## src/rtl/hazard_scoreboard_pkg.sv

```systemverilog
// Shared types and defaults for the hazard scoreboard and its bus watchdog.
package hazard_scoreboard_pkg;

   localparam int REG_ADDR_W          = 5;
   localparam int DEFAULT_BUS_TIMEOUT = 255;

   typedef enum logic [2:0] {
      NONE,
      LOAD_USE,
      SB_RAW,
      SB_WAW,
      MC_BUSY,
      BUS
   } hazard_cause_t;

   // True for causes originating in ID; a bus wait alone is not an ID hazard.
   function automatic logic is_id_hazard(input hazard_cause_t cause);
      return (cause == LOAD_USE) || (cause == SB_RAW) ||
             (cause == SB_WAW)   || (cause == MC_BUSY);
   endfunction

endpackage

```

## src/rtl/hazard_scoreboard_bus_watchdog.sv

```systemverilog
// Bus-wait counter: gates the bus stall and emits a one-cycle pulse when a
// wishbone access has been outstanding for BUS_TIMEOUT cycles.
module bus_watchdog #(
   parameter int BUS_TIMEOUT = hazard_scoreboard_pkg::DEFAULT_BUS_TIMEOUT
) (
   input  logic clk_i,
   input  logic rst_ni,
   input  logic bus_req_i,
   input  logic bus_done_i,
   output logic bus_stall_o,
   output logic bus_timeout_o
);

   localparam int CNT_W = (BUS_TIMEOUT > 1) ? $clog2(BUS_TIMEOUT) : 1;

   logic [CNT_W-1:0] r_cnt;
   logic             r_expired;
   logic             w_waiting;
   logic             w_hit;

   // After a timeout the request is no longer stalled until bus_req_i drops.
   assign w_waiting = bus_req_i & ~bus_done_i & ~r_expired;

   generate
      if (BUS_TIMEOUT != 0) begin : g_enabled
         assign w_hit = w_waiting & (r_cnt == CNT_W'(BUS_TIMEOUT - 1));
      end else begin : g_disabled
         assign w_hit = 1'b0;
      end
   endgenerate

   assign bus_stall_o   = w_waiting & ~w_hit;
   assign bus_timeout_o = w_hit;

   always_ff @(posedge clk_i) begin
      if (!rst_ni) begin
         r_cnt     <= '0;
         r_expired <= 1'b0;
      end else if (!bus_req_i) begin
         r_cnt     <= '0;
         r_expired <= 1'b0;
      end else if (bus_done_i) begin
         r_cnt     <= '0;
      end else if (w_hit) begin
         r_cnt     <= '0;
         r_expired <= 1'b1;
      end else if (w_waiting) begin
         r_cnt     <= r_cnt + CNT_W'(1);
      end
   end

endmodule

```

## src/rtl/hazard_scoreboard.sv

```systemverilog
// Pipeline stall/flush generation for the 5-stage core, with a scoreboard
// tracking destinations of in-flight multi-cycle (MUL/DIV) operations.
module hazard_scoreboard
   import hazard_scoreboard_pkg::*;
#(
   parameter int NUM_REGS    = 32,
   parameter int REG_ADDR_W  = hazard_scoreboard_pkg::REG_ADDR_W,
   parameter int BUS_TIMEOUT = DEFAULT_BUS_TIMEOUT,
   parameter int STALL_CNT_W = 32
) (
   input  logic                   clk_i,
   input  logic                   rst_ni,
   input  logic                   id_valid_i,
   input  logic [REG_ADDR_W-1:0]  id_rs1_addr_i,
   input  logic [REG_ADDR_W-1:0]  id_rs2_addr_i,
   input  logic [REG_ADDR_W-1:0]  id_rd_addr_i,
   input  logic                   id_is_mc_i,
   input  logic                   mc_busy_i,
   input  logic                   mc_done_i,
   input  logic [REG_ADDR_W-1:0]  mc_rd_addr_i,
   input  logic [REG_ADDR_W-1:0]  ex_rd_addr_i,
   input  logic                   ex_is_load_i,
   input  logic                   ex_is_pc_redirect_i,
   input  logic                   ex_trap_valid_i,
   input  logic                   mem_trap_valid_i,
   input  logic                   wb_trap_valid_i,
   input  logic                   bus_req_i,
   input  logic                   bus_done_i,
   output logic                   if_id_flush_o,
   output logic                   id_ex_flush_o,
   output logic                   ex_mem_flush_o,
   output logic                   mem_wb_flush_o,
   output logic                   if_id_stall_o,
   output logic                   id_ex_stall_o,
   output logic                   ex_mem_stall_o,
   output logic                   mem_wb_stall_o,
   output logic                   mc_kill_o,
   output logic                   bus_timeout_o,
   output logic [NUM_REGS-1:0]    sb_pending_o,
   output logic [STALL_CNT_W-1:0] stall_cycles_o
);

   logic [NUM_REGS-1:0]    r_sb;
   logic [STALL_CNT_W-1:0] r_stall_cnt;

   logic                w_bus_stall;
   logic                w_bus_timeout;
   logic [NUM_REGS-1:0] w_clr_mask;
   logic [NUM_REGS-1:0] w_set_mask;
   logic [NUM_REGS-1:0] w_pend_eff;
   logic                w_load_use;
   logic                w_raw;
   logic                w_waw;
   logic                w_struct;
   logic                w_id_hazard;
   logic                w_any_trap;
   logic                w_late_trap;
   logic                w_if_id_stall;
   logic                w_id_ex_flush;
   logic                w_issue;
   hazard_cause_t       w_cause;

   bus_watchdog #(
      .BUS_TIMEOUT (BUS_TIMEOUT)
   ) u_bus_watchdog (
      .clk_i         (clk_i),
      .rst_ni        (rst_ni),
      .bus_req_i     (bus_req_i),
      .bus_done_i    (bus_done_i),
      .bus_stall_o   (w_bus_stall),
      .bus_timeout_o (w_bus_timeout)
   );

   // Per-register clear/set masks; x0 can never become pending.
   genvar gi;
   generate
      for (gi = 0; gi < NUM_REGS; gi++) begin : g_masks
         if (gi == 0) begin : g_zero
            assign w_clr_mask[gi] = 1'b0;
            assign w_set_mask[gi] = 1'b0;
         end else begin : g_reg
            assign w_clr_mask[gi] = mc_done_i & (mc_rd_addr_i == REG_ADDR_W'(gi));
            assign w_set_mask[gi] = w_issue & (id_rd_addr_i == REG_ADDR_W'(gi));
         end
      end
   endgenerate

   // A result written back this cycle no longer blocks its readers/writers.
   assign w_pend_eff = r_sb & ~w_clr_mask;

   assign w_load_use = ex_is_load_i && (ex_rd_addr_i != '0) &&
                       ((ex_rd_addr_i == id_rs1_addr_i) || (ex_rd_addr_i == id_rs2_addr_i));
   assign w_raw      = ((id_rs1_addr_i != '0) && w_pend_eff[id_rs1_addr_i]) ||
                       ((id_rs2_addr_i != '0) && w_pend_eff[id_rs2_addr_i]);
   assign w_waw      = (id_rd_addr_i != '0) && w_pend_eff[id_rd_addr_i];
   assign w_struct   = id_is_mc_i & mc_busy_i;

   always_comb begin
      w_cause = NONE;
      if (id_valid_i && w_load_use)    w_cause = LOAD_USE;
      else if (id_valid_i && w_raw)    w_cause = SB_RAW;
      else if (id_valid_i && w_waw)    w_cause = SB_WAW;
      else if (id_valid_i && w_struct) w_cause = MC_BUSY;
      else if (w_bus_stall)            w_cause = BUS;
   end

   assign w_id_hazard   = is_id_hazard(w_cause);
   assign w_late_trap   = mem_trap_valid_i | wb_trap_valid_i;
   assign w_any_trap    = ex_trap_valid_i | w_late_trap;
   assign w_if_id_stall = w_id_hazard | w_bus_stall;
   assign w_id_ex_flush = ((ex_is_pc_redirect_i | w_id_hazard) & ~w_bus_stall) | w_late_trap;
   assign w_issue       = id_valid_i & id_is_mc_i & (id_rd_addr_i != '0) &
                          ~w_if_id_stall & ~w_id_ex_flush;

   // While in reset every pipeline register is flushed and nothing stalls.
   assign if_id_flush_o  = ~rst_ni | ex_is_pc_redirect_i | w_any_trap;
   assign id_ex_flush_o  = ~rst_ni | w_id_ex_flush;
   assign ex_mem_flush_o = ~rst_ni | w_late_trap;
   assign mem_wb_flush_o = ~rst_ni | wb_trap_valid_i;
   assign if_id_stall_o  = rst_ni & w_if_id_stall;
   assign id_ex_stall_o  = rst_ni & w_bus_stall;
   assign ex_mem_stall_o = rst_ni & w_bus_stall;
   assign mem_wb_stall_o = rst_ni & w_bus_stall;
   assign mc_kill_o      = rst_ni & w_any_trap;
   assign bus_timeout_o  = rst_ni & w_bus_timeout;
   assign sb_pending_o   = r_sb;
   assign stall_cycles_o = r_stall_cnt;

   always_ff @(posedge clk_i) begin
      if (!rst_ni) begin
         r_sb        <= '0;
         r_stall_cnt <= '0;
      end else begin
         // Set after clear so a same-cycle reissue to the same rd stays pending.
         if (w_any_trap) r_sb <= '0;
         else            r_sb <= (r_sb & ~w_clr_mask) | w_set_mask;
         if (w_if_id_stall && (r_stall_cnt != '1))
            r_stall_cnt <= r_stall_cnt + STALL_CNT_W'(1);
      end
   end

endmodule

```

## config.mk

```make
export PLATFORM = sky130hd
export DESIGN_NAME = hazard_scoreboard
export DESIGN_NICKNAME = d
export VERILOG_FILES = /design/src/rtl/hazard_scoreboard_pkg.sv /design/src/rtl/hazard_scoreboard_bus_watchdog.sv /design/src/rtl/hazard_scoreboard.sv
export SDC_FILE = /design/constraint.sdc
export NUM_CORES = 1
export LEC_CHECK = 0
export BUFFER_PORTS_ARGS = -buffer_cell sky130_fd_sc_hd__buf_2
export CAP_MARGIN = 20
export CORE_ASPECT_RATIO = 0.9
export CORE_UTILIZATION = 45
export CTS_CLUSTER_DIAMETER = 50
export DETAILED_ROUTE_END_ITERATION = 6
export MAX_ROUTING_LAYER = met4
export PLACE_DENSITY = 0.69
export SETUP_SLACK_MARGIN = 0.5
export SLEW_MARGIN = 20
export SYNTH_ARGS = -nofsm -noshare
export SYNTH_HDL_FRONTEND = slang
export SYNTH_SLANG_ARGS = --single-unit
```

## constraint.sdc

```tcl
create_clock -name clk_i -period 5.25 [get_ports clk_i]
set_input_delay 1.05 -clock clk_i [delete_from_list [all_inputs] [get_ports clk_i]]
set_output_delay 1.05 -clock clk_i [all_outputs]
set_load 0.05 [all_outputs]
```

**After elaboration in Yosys (flattened, before gate mapping)**

Cells that the tools add are included.

- Bits in registers: 73
- Input port bits: 38
- Logic and storage cells: 210

- Add/sub/neg operators: 2
- Order comparisons: 3
- Eq/ne operators: 70
- Mux-type cells: 11
- Bitwise logic cells: 97
- Reductions and logical operators: 23

Operators by type and width:

| kind | number |
|---|---|
| == test 5 bit, second input constant | 32 |
| == test 5 x 4 -> 1 bit, second input constant | 16 |
| bitwise AND 1 bit | 76 |
| == test 5 x 3 -> 1 bit, second input constant | 8 |
| adder 32 x 1 -> 32 bit, second input constant | 1 |
| bitwise AND 32 bit | 1 |
| != test 32 bit, second input constant | 1 |
| inverter 32 bit | 1 |
| bitwise OR 32 bit | 1 |
| == test 5 x 2 -> 1 bit, second input constant | 4 |
| nonzero test 5 bit | 4 |
| less-than comparator 5 x 6 -> 1 bit, second input constant | 3 |
| binary-select mux 1 bit (select 5 bit) | 3 |
| two-way mux 3 bit | 5 |
| == test 5 x 1 -> 1 bit, second input constant | 2 |
| == test 5 bit | 2 |
| logical AND 1 bit | 10 |
| bitwise OR 1 bit | 10 |
| adder 8 x 1 -> 8 bit, second input constant | 1 |
| == test 8 bit, second input constant | 1 |
| inverter 1 bit | 8 |
| == test 3 x 2 -> 1 bit, second input constant | 2 |
| logical OR 1 bit | 5 |
| AND reduction 2 bit | 2 |
| 5 further kinds | 7 |

**Longest topological paths before layout**

- Word-level depth: 22
- Depth in mapped cells: 13

**Cells and area by module**

Synthesis repeated with hierarchy kept, for this count alone.

- Cell total of the unflattened synthesis: 608
- Area, all modules: 4923.5 um^2

Modules (own cells, without submodules):

| module | instances | cells an instance | area an instance (um^2) | sequential area each (um^2) |
|---|---|---|---|---|
| hazard_scoreboard | 1 | 558 | 4454.3 | 1261.2 |
| bus_watchdog | 1 | 50 | 469.2 | 180.2 |

**Least setup slack after synthesis**

Ideal clock, no wire load.

- Kind: input-to-output
- Start: input mc_rd_addr_i[4]
- End: output if_id_stall_o
- Arrival: 3456 ps
- Path slack: 744 ps
- Stages: 9
- Cells stage by stage: clkbuf_1 nand2_1 o21ai_0 a221oi_1 nor3_1 or4_1 nand4_1 o21ai_0 a21oi_1

- Word-level cells in the longest chain between the ends: 17

RTL lines:

| what | RTL line | text |
|---|---|---|
| start, declared | hazard_scoreboard.sv:20 | `input logic [REG_ADDR_W-1:0] mc_rd_addr_i,` |
| == test 5 x 1 -> 1 bit (tied with other cells) | hazard_scoreboard.sv:82 | `assign w_clr_mask[gi] = mc_done_i & (mc_rd_addr_i == REG_ADDR_W'(gi));` |
| bitwise AND 1 bit | hazard_scoreboard.sv:82 |  |
| inverter 32 bit (*) | hazard_scoreboard.sv:89 | `assign w_pend_eff = r_sb & ~w_clr_mask;` |
| bitwise AND 32 bit (*) | hazard_scoreboard.sv:89 |  |
| binary-select mux 1 bit (select 5 bit), on equally long branches | hazard_scoreboard.sv:95, hazard_scoreboard.sv:93, hazard_scoreboard.sv:94 |  |
| two-way mux 1 bit, on equally long branches | hazard_scoreboard.sv:95, hazard_scoreboard.sv:93, hazard_scoreboard.sv:94 |  |
| logical AND 1 bit, on equally long branches | hazard_scoreboard.sv:95, hazard_scoreboard.sv:93, hazard_scoreboard.sv:94 |  |
| logical AND 1 bit or logical OR 1 bit (tied branches) | hazard_scoreboard.sv:102, hazard_scoreboard.sv:93 |  |
| two-way mux 3 bit or logical AND 1 bit (tied branches) | hazard_scoreboard.sv:102, hazard_scoreboard.sv:101 |  |
| two-way mux 3 bit (*) | hazard_scoreboard.sv:101 | `else if (id_valid_i && w_raw) w_cause = SB_RAW;` |
| two-way mux 3 bit (*) | hazard_scoreboard.sv:100 | `if (id_valid_i && w_load_use) w_cause = LOAD_USE;` |
| == test 3 x 1 -> 1 bit or == test 3 x 2 -> 1 bit (tied branches) | hazard_scoreboard_pkg.sv:18 | `return (cause == LOAD_USE) \|\| (cause == SB_RAW) \|\|` |
| logical OR 1 bit (2 in a row) | hazard_scoreboard_pkg.sv:18 |  |
| logical OR 1 bit (*) | hazard_scoreboard_pkg.sv:19 | `(cause == SB_WAW) \|\| (cause == MC_BUSY);` |
| bitwise OR 1 bit (*) | hazard_scoreboard.sv:110 | `assign w_if_id_stall = w_id_hazard \| w_bus_stall;` |
| bitwise AND 1 bit (*) | hazard_scoreboard.sv:120 | `assign if_id_stall_o = rst_ni & w_if_id_stall;` |
| end, declared | hazard_scoreboard.sv:33 | `output logic if_id_stall_o,` |

Mark *: on every way between the ends. The rest lies on a longest branch, timed or not. The select of a mux whose other input is x is not followed.

**Worst setup path in the final report**

- Start: input mc_rd_addr_i[0]
- End: output id_ex_flush_o

- Word-level cells in the longest chain between the ends: 19

RTL lines:

| what | RTL line | text |
|---|---|---|
| == test 5 x 1 -> 1 bit (tied with other cells) | hazard_scoreboard.sv:82 |  |
| bitwise AND 1 bit | hazard_scoreboard.sv:82 |  |
| inverter 32 bit (*) | hazard_scoreboard.sv:89 |  |
| bitwise AND 32 bit (*) | hazard_scoreboard.sv:89 |  |
| binary-select mux 1 bit (select 5 bit), on equally long branches | hazard_scoreboard.sv:95, hazard_scoreboard.sv:93, hazard_scoreboard.sv:94 |  |
| two-way mux 1 bit, on equally long branches | hazard_scoreboard.sv:95, hazard_scoreboard.sv:93, hazard_scoreboard.sv:94 |  |
| logical AND 1 bit, on equally long branches | hazard_scoreboard.sv:95, hazard_scoreboard.sv:93, hazard_scoreboard.sv:94 |  |
| logical AND 1 bit or logical OR 1 bit (tied branches) | hazard_scoreboard.sv:102, hazard_scoreboard.sv:93 |  |
| [2 not listed] | -- |  |
| two-way mux 3 bit (*) | hazard_scoreboard.sv:100 |  |
| == test 3 x 1 -> 1 bit or == test 3 x 2 -> 1 bit (tied branches) | hazard_scoreboard_pkg.sv:18 |  |
| logical OR 1 bit (2 in a row) | hazard_scoreboard_pkg.sv:18 |  |
| logical OR 1 bit (*) | hazard_scoreboard_pkg.sv:19 |  |
| bitwise OR 1 bit (*) | hazard_scoreboard.sv:111 | `assign w_id_ex_flush = ((ex_is_pc_redirect_i \| w_id_hazard) & ~w_bus_stall) \| w_late_trap;` |
| bitwise AND 1 bit (*) | hazard_scoreboard.sv:111 |  |
| bitwise OR 1 bit (*) | hazard_scoreboard.sv:111 |  |
| bitwise OR 1 bit (*) | hazard_scoreboard.sv:117 | `assign id_ex_flush_o = ~rst_ni \| w_id_ex_flush;` |
| end, declared | hazard_scoreboard.sv:30 | `output logic id_ex_flush_o,` |

Marks and branches as above.

==> results.py <==
metrics = {
    "critical_path": {
        "endpoint_kind": "primary output",
        "required_ps": 4200,
        "critPathKind": "input port to primary output",
        "worstPathMaxFanout": 9,
        "cp.arrival_ps": 3560,
        "start_kind": "input port",
    },
    "run": {
        "maxCapViolations": 0,
    },
    "die": {
        "die_y_microns": 101,
        "start_util_pct": 46.8,
        "rows": 35,
        "dieArea_sq_mm": 0.0112,
        "io-pin-count": 112,
        "die_x_microns": 112,
        "fp.coreArea_sq_mm": 0.0104,
    },
    "grt": {
        "grt_pass1_wl_microns": 27400,
        "first_global_vias": 4960,
        "antenna_found_initial": 0,
        "grt-ovfl-total": 0,
        "grt_max_degree": 50,
        "grt_use_total_pct": 32.2,
    },
    "run_status": {
        "status": "complete, but fails checks",
        "violations": "design-rule violations",
    },
    "route": {
        "routed_wl_microns": 17500,
        "wl_met3_microns": 1770,
        "via_per_inst": 6.64,
        "drtIter0Drc": 733,
        "maxUsedRoutingLayer": "met4",
        "wl_per_cell_microns": 21.1,
        "drc_errors": 9,
        "firstDrtPassIters": 7,
        "wl_met2_microns": 7930,
        "via_count": 5516,
        "drtAntennaViolNets": 0,
        "met1_length_microns": 7380,
    },
    "timing": {
        "maxSlewViolCount": 0,
        "finalClockSkew_ps": 7.30,
        "hold_viol_final": 0,
        "maxSlewHeadroom_pct": 51.9,
        "grt_setup_unrepaired": "false",
        "tightestPinTransition_ps": 719,
        "finalCritPeriodShare_pct": 87.9,
        "fin_tns_setup_ps": 0,
        "fin_crit_ps": 4610,
        "max_freq_mhz": 217,
        "final-setup-viol-count": 0,
    },
    "synthesis": {
        "synth.distinct_cells": 74,
        "synthMuxAreaShare_pct": 5.38,
        "syn-cell-area_sq_mm": 0.00486,
        "async_flop_share_pct": 0,
        "synth_top_family_by_area": "compound AO/OA/AOI/OAI gates",
        "synthXorXnorAreaFrac_pct": 3.76,
        "synth_compound_area_share_pct": 27.5,
        "synth_simple_gate_area_share_pct": 27.3,
        "yosys_warnings": 0,
        "ys_ff_latch": 72,
        "synthFlopType": "dfxtp_1",
        "syn_avg_cell_area_sq_um": 7.83,
        "synth-edff-count": 0,
        "synthAdderAreaFrac_pct": 0.772,
        "seq_area_frac_synth_pct": 29.7,
        "synth_fp_nets": 662,
        "syn-instance-count": 621,
    },
    "finish": {
        "nets": 739,
        "layout-drive-gt1-share_pct": 23.2,
        "fillers": 990,
        "insertedDiodeCount": 0,
        "utilization_pct": 54.8,
        "multi_input_area_sq_mm": 0.00317,
        "syn2layout_area_growth_pct": 17.0,
        "register_area_sq_mm": 0.00144,
    },
    "clocking": {
        "hold_buffers": 0,
        "clock_path_buffers": 2,
        "numCtsBuffers": 9,
        "cts_tree": "yes",
        "cts_sinks": 72,
        "cts.clk_slew.worst_paths_ps": 50,
        "clockRootBuffer": "clkbuf_16",
        "worstSkewPairLatency_ps": 330,
        "htreeDepth": 3,
    },
    "power_and_ir_drop": {
        "p_per_area_mw_per_mm2": 235,
        "ir_drop_uv": 183,
        "p_leak_nw": 2.11,
    },
    "hold_path": {
        "hold_path_class": "flip-flop to flip-flop",
    },
    "place": {
        "gp_congestion": 1.00,
        "hpwlAfterDp_microns": 12800,
        "numPortBuffers": 110,
    },
}
-- area by class of cell --
class	instances	share of cell area, %
clock buffers	13	4.58
clock inverters	2	0.264
inverters	16	1.06
multi-input cells	485	55.7
flip-flops and latches	72	25.3
well taps	129	2.84
repair buffers	114	10.3
-- flip-flops by register name, indices dropped and copies added (netlist names) --
| register | count |
|---|---|
| u_bus_watchdog.r_expired | 1 |
| sb_pending_o | 31 |
| stall_cycles_o | 32 |
| u_bus_watchdog.r_cnt | 8 |
-- what timing repair did --
action	4_1_cts	5_1_grt
pin swaps	0	1
resized for setup	3	3
setup buffers	0	1
endpoints found under the setup margin	2	2
-- final timing paths --
path | start | endpoint | slack, ps | depth (start not counted)
worst max register to register | sb_pending_o[19] | sb_pending_o[20] | 2150 | 9
worst min-delay path | u_bus_watchdog.r_expired | u_bus_watchdog.r_expired | 490 | 2
worst min register to register | u_bus_watchdog.r_expired | u_bus_watchdog.r_expired | 490 | 2
worst max-delay path | mc_rd_addr_i[0] | id_ex_flush_o | 640 | 10
-- synthesized netlist by cell type, types with 9 or more instances --
master / instances / area share (%)
o211ai_1: 13 / 2.0
nand2_1: 53 / 4.1
o22ai_1: 21 / 2.7
mux2i_1: 16 / 3.3
nand4_1: 13 / 1.7
nand3_1: 30 / 3.1
o21ai_0: 47 / 4.8
or4_1: 12 / 1.9
mux2_2: 9 / 2.1
nand2b_1: 12 / 1.5
o31ai_1: 16 / 2.5
inv_1: 15 / 1.2
dfxtp_1: 72 / 30
nor4_1: 10 / 1.3
nor3_1: 12 / 1.2
nor2_1: 40 / 3.1
buf_2: 12 / 1.2
xor2_1: 16 / 2.9
or3_1: 17 / 2.2
clkbuf_1: 28 / 2.2
and3_1: 10 / 1.3
a21oi_1: 31 / 3.2
-- placed cells by master (no fill, tap or decap), drive strengths merged, types with 3 or more instances in the layout --
cell,netlist,routed
nand2,53,53
a21oi,31,31
or2,6,6
a211oi,5,5
xor2,17,17
nor2,40,40
clkbuf,28,13
or4,13,13
nor4,10,10
nand4b,3,3
nor3,12,12
o2111ai,7,7
o21ai,53,53
ha,3,3
dfxtp,72,72
mux2,9,9
nand4,13,13
and4,3,3
o31ai,16,16
mux2i,16,16
o31a,5,5
and3,10,10
nand4bb,3,3
o21a,6,6
a32oi,3,3
nor2b,5,5
buf,20,114
o311ai,8,8
nand3,30,30
xnor2,3,3
nand2b,12,12
or3,18,18
and2,3,3
o22ai,25,25
a31oi,4,4
o211ai,13,13
inv,16,16
-- kinds of logic after synthesis --
logic type,Yosys count
compound gates,195
xor+xnor,20
fa+ha+maj,3
buf+inv,64
flops,72
mux,25
other cells,1
simple gates,241
-- worst max-delay path, cell delays in order --
cell       delay (ps)
buf_2             210
nand2b_1          400
o21ai_0           220
o2111ai_1         270
o41ai_2           150
or4_1             530
nand2_1           140
o21ai_1           110
a21oi_1           180
buf_2             290
-- power by group --
group	leakage [nW]	switching [W]	internal (W)
Clock	0.128	0.000233	0.000344
Sequential	0.580	0.00000579	0.000550
Combinational	1.41	0.000148	0.0000559
Total	2.11	0.000387	0.000949
-- through the flow --
step	cell area (sq um)	cells	total power, W	setup WS, ps	hold slack, ps
after floorplan	4860	621	0.000705	744	441
after global placement	5390	815	0.000761	507	454
after detailed placement	5390	815	0.000763	446	474
after CTS	5670	830	0.00134	563	484
after global routing	5690	831	0.00138	538	511
final	5690	831	0.00134	635	487
-- routing by layer --
metal | global-route usage, % | vias up
met1 | 42.6 | 2589
met4 | 10.3 | 0
met5 | - | -
met3 | 6.19 | 51
met2 | 49.7 | 363
li1 | - | 2513
No activity file was read; power rests on OpenSTA's default activity.
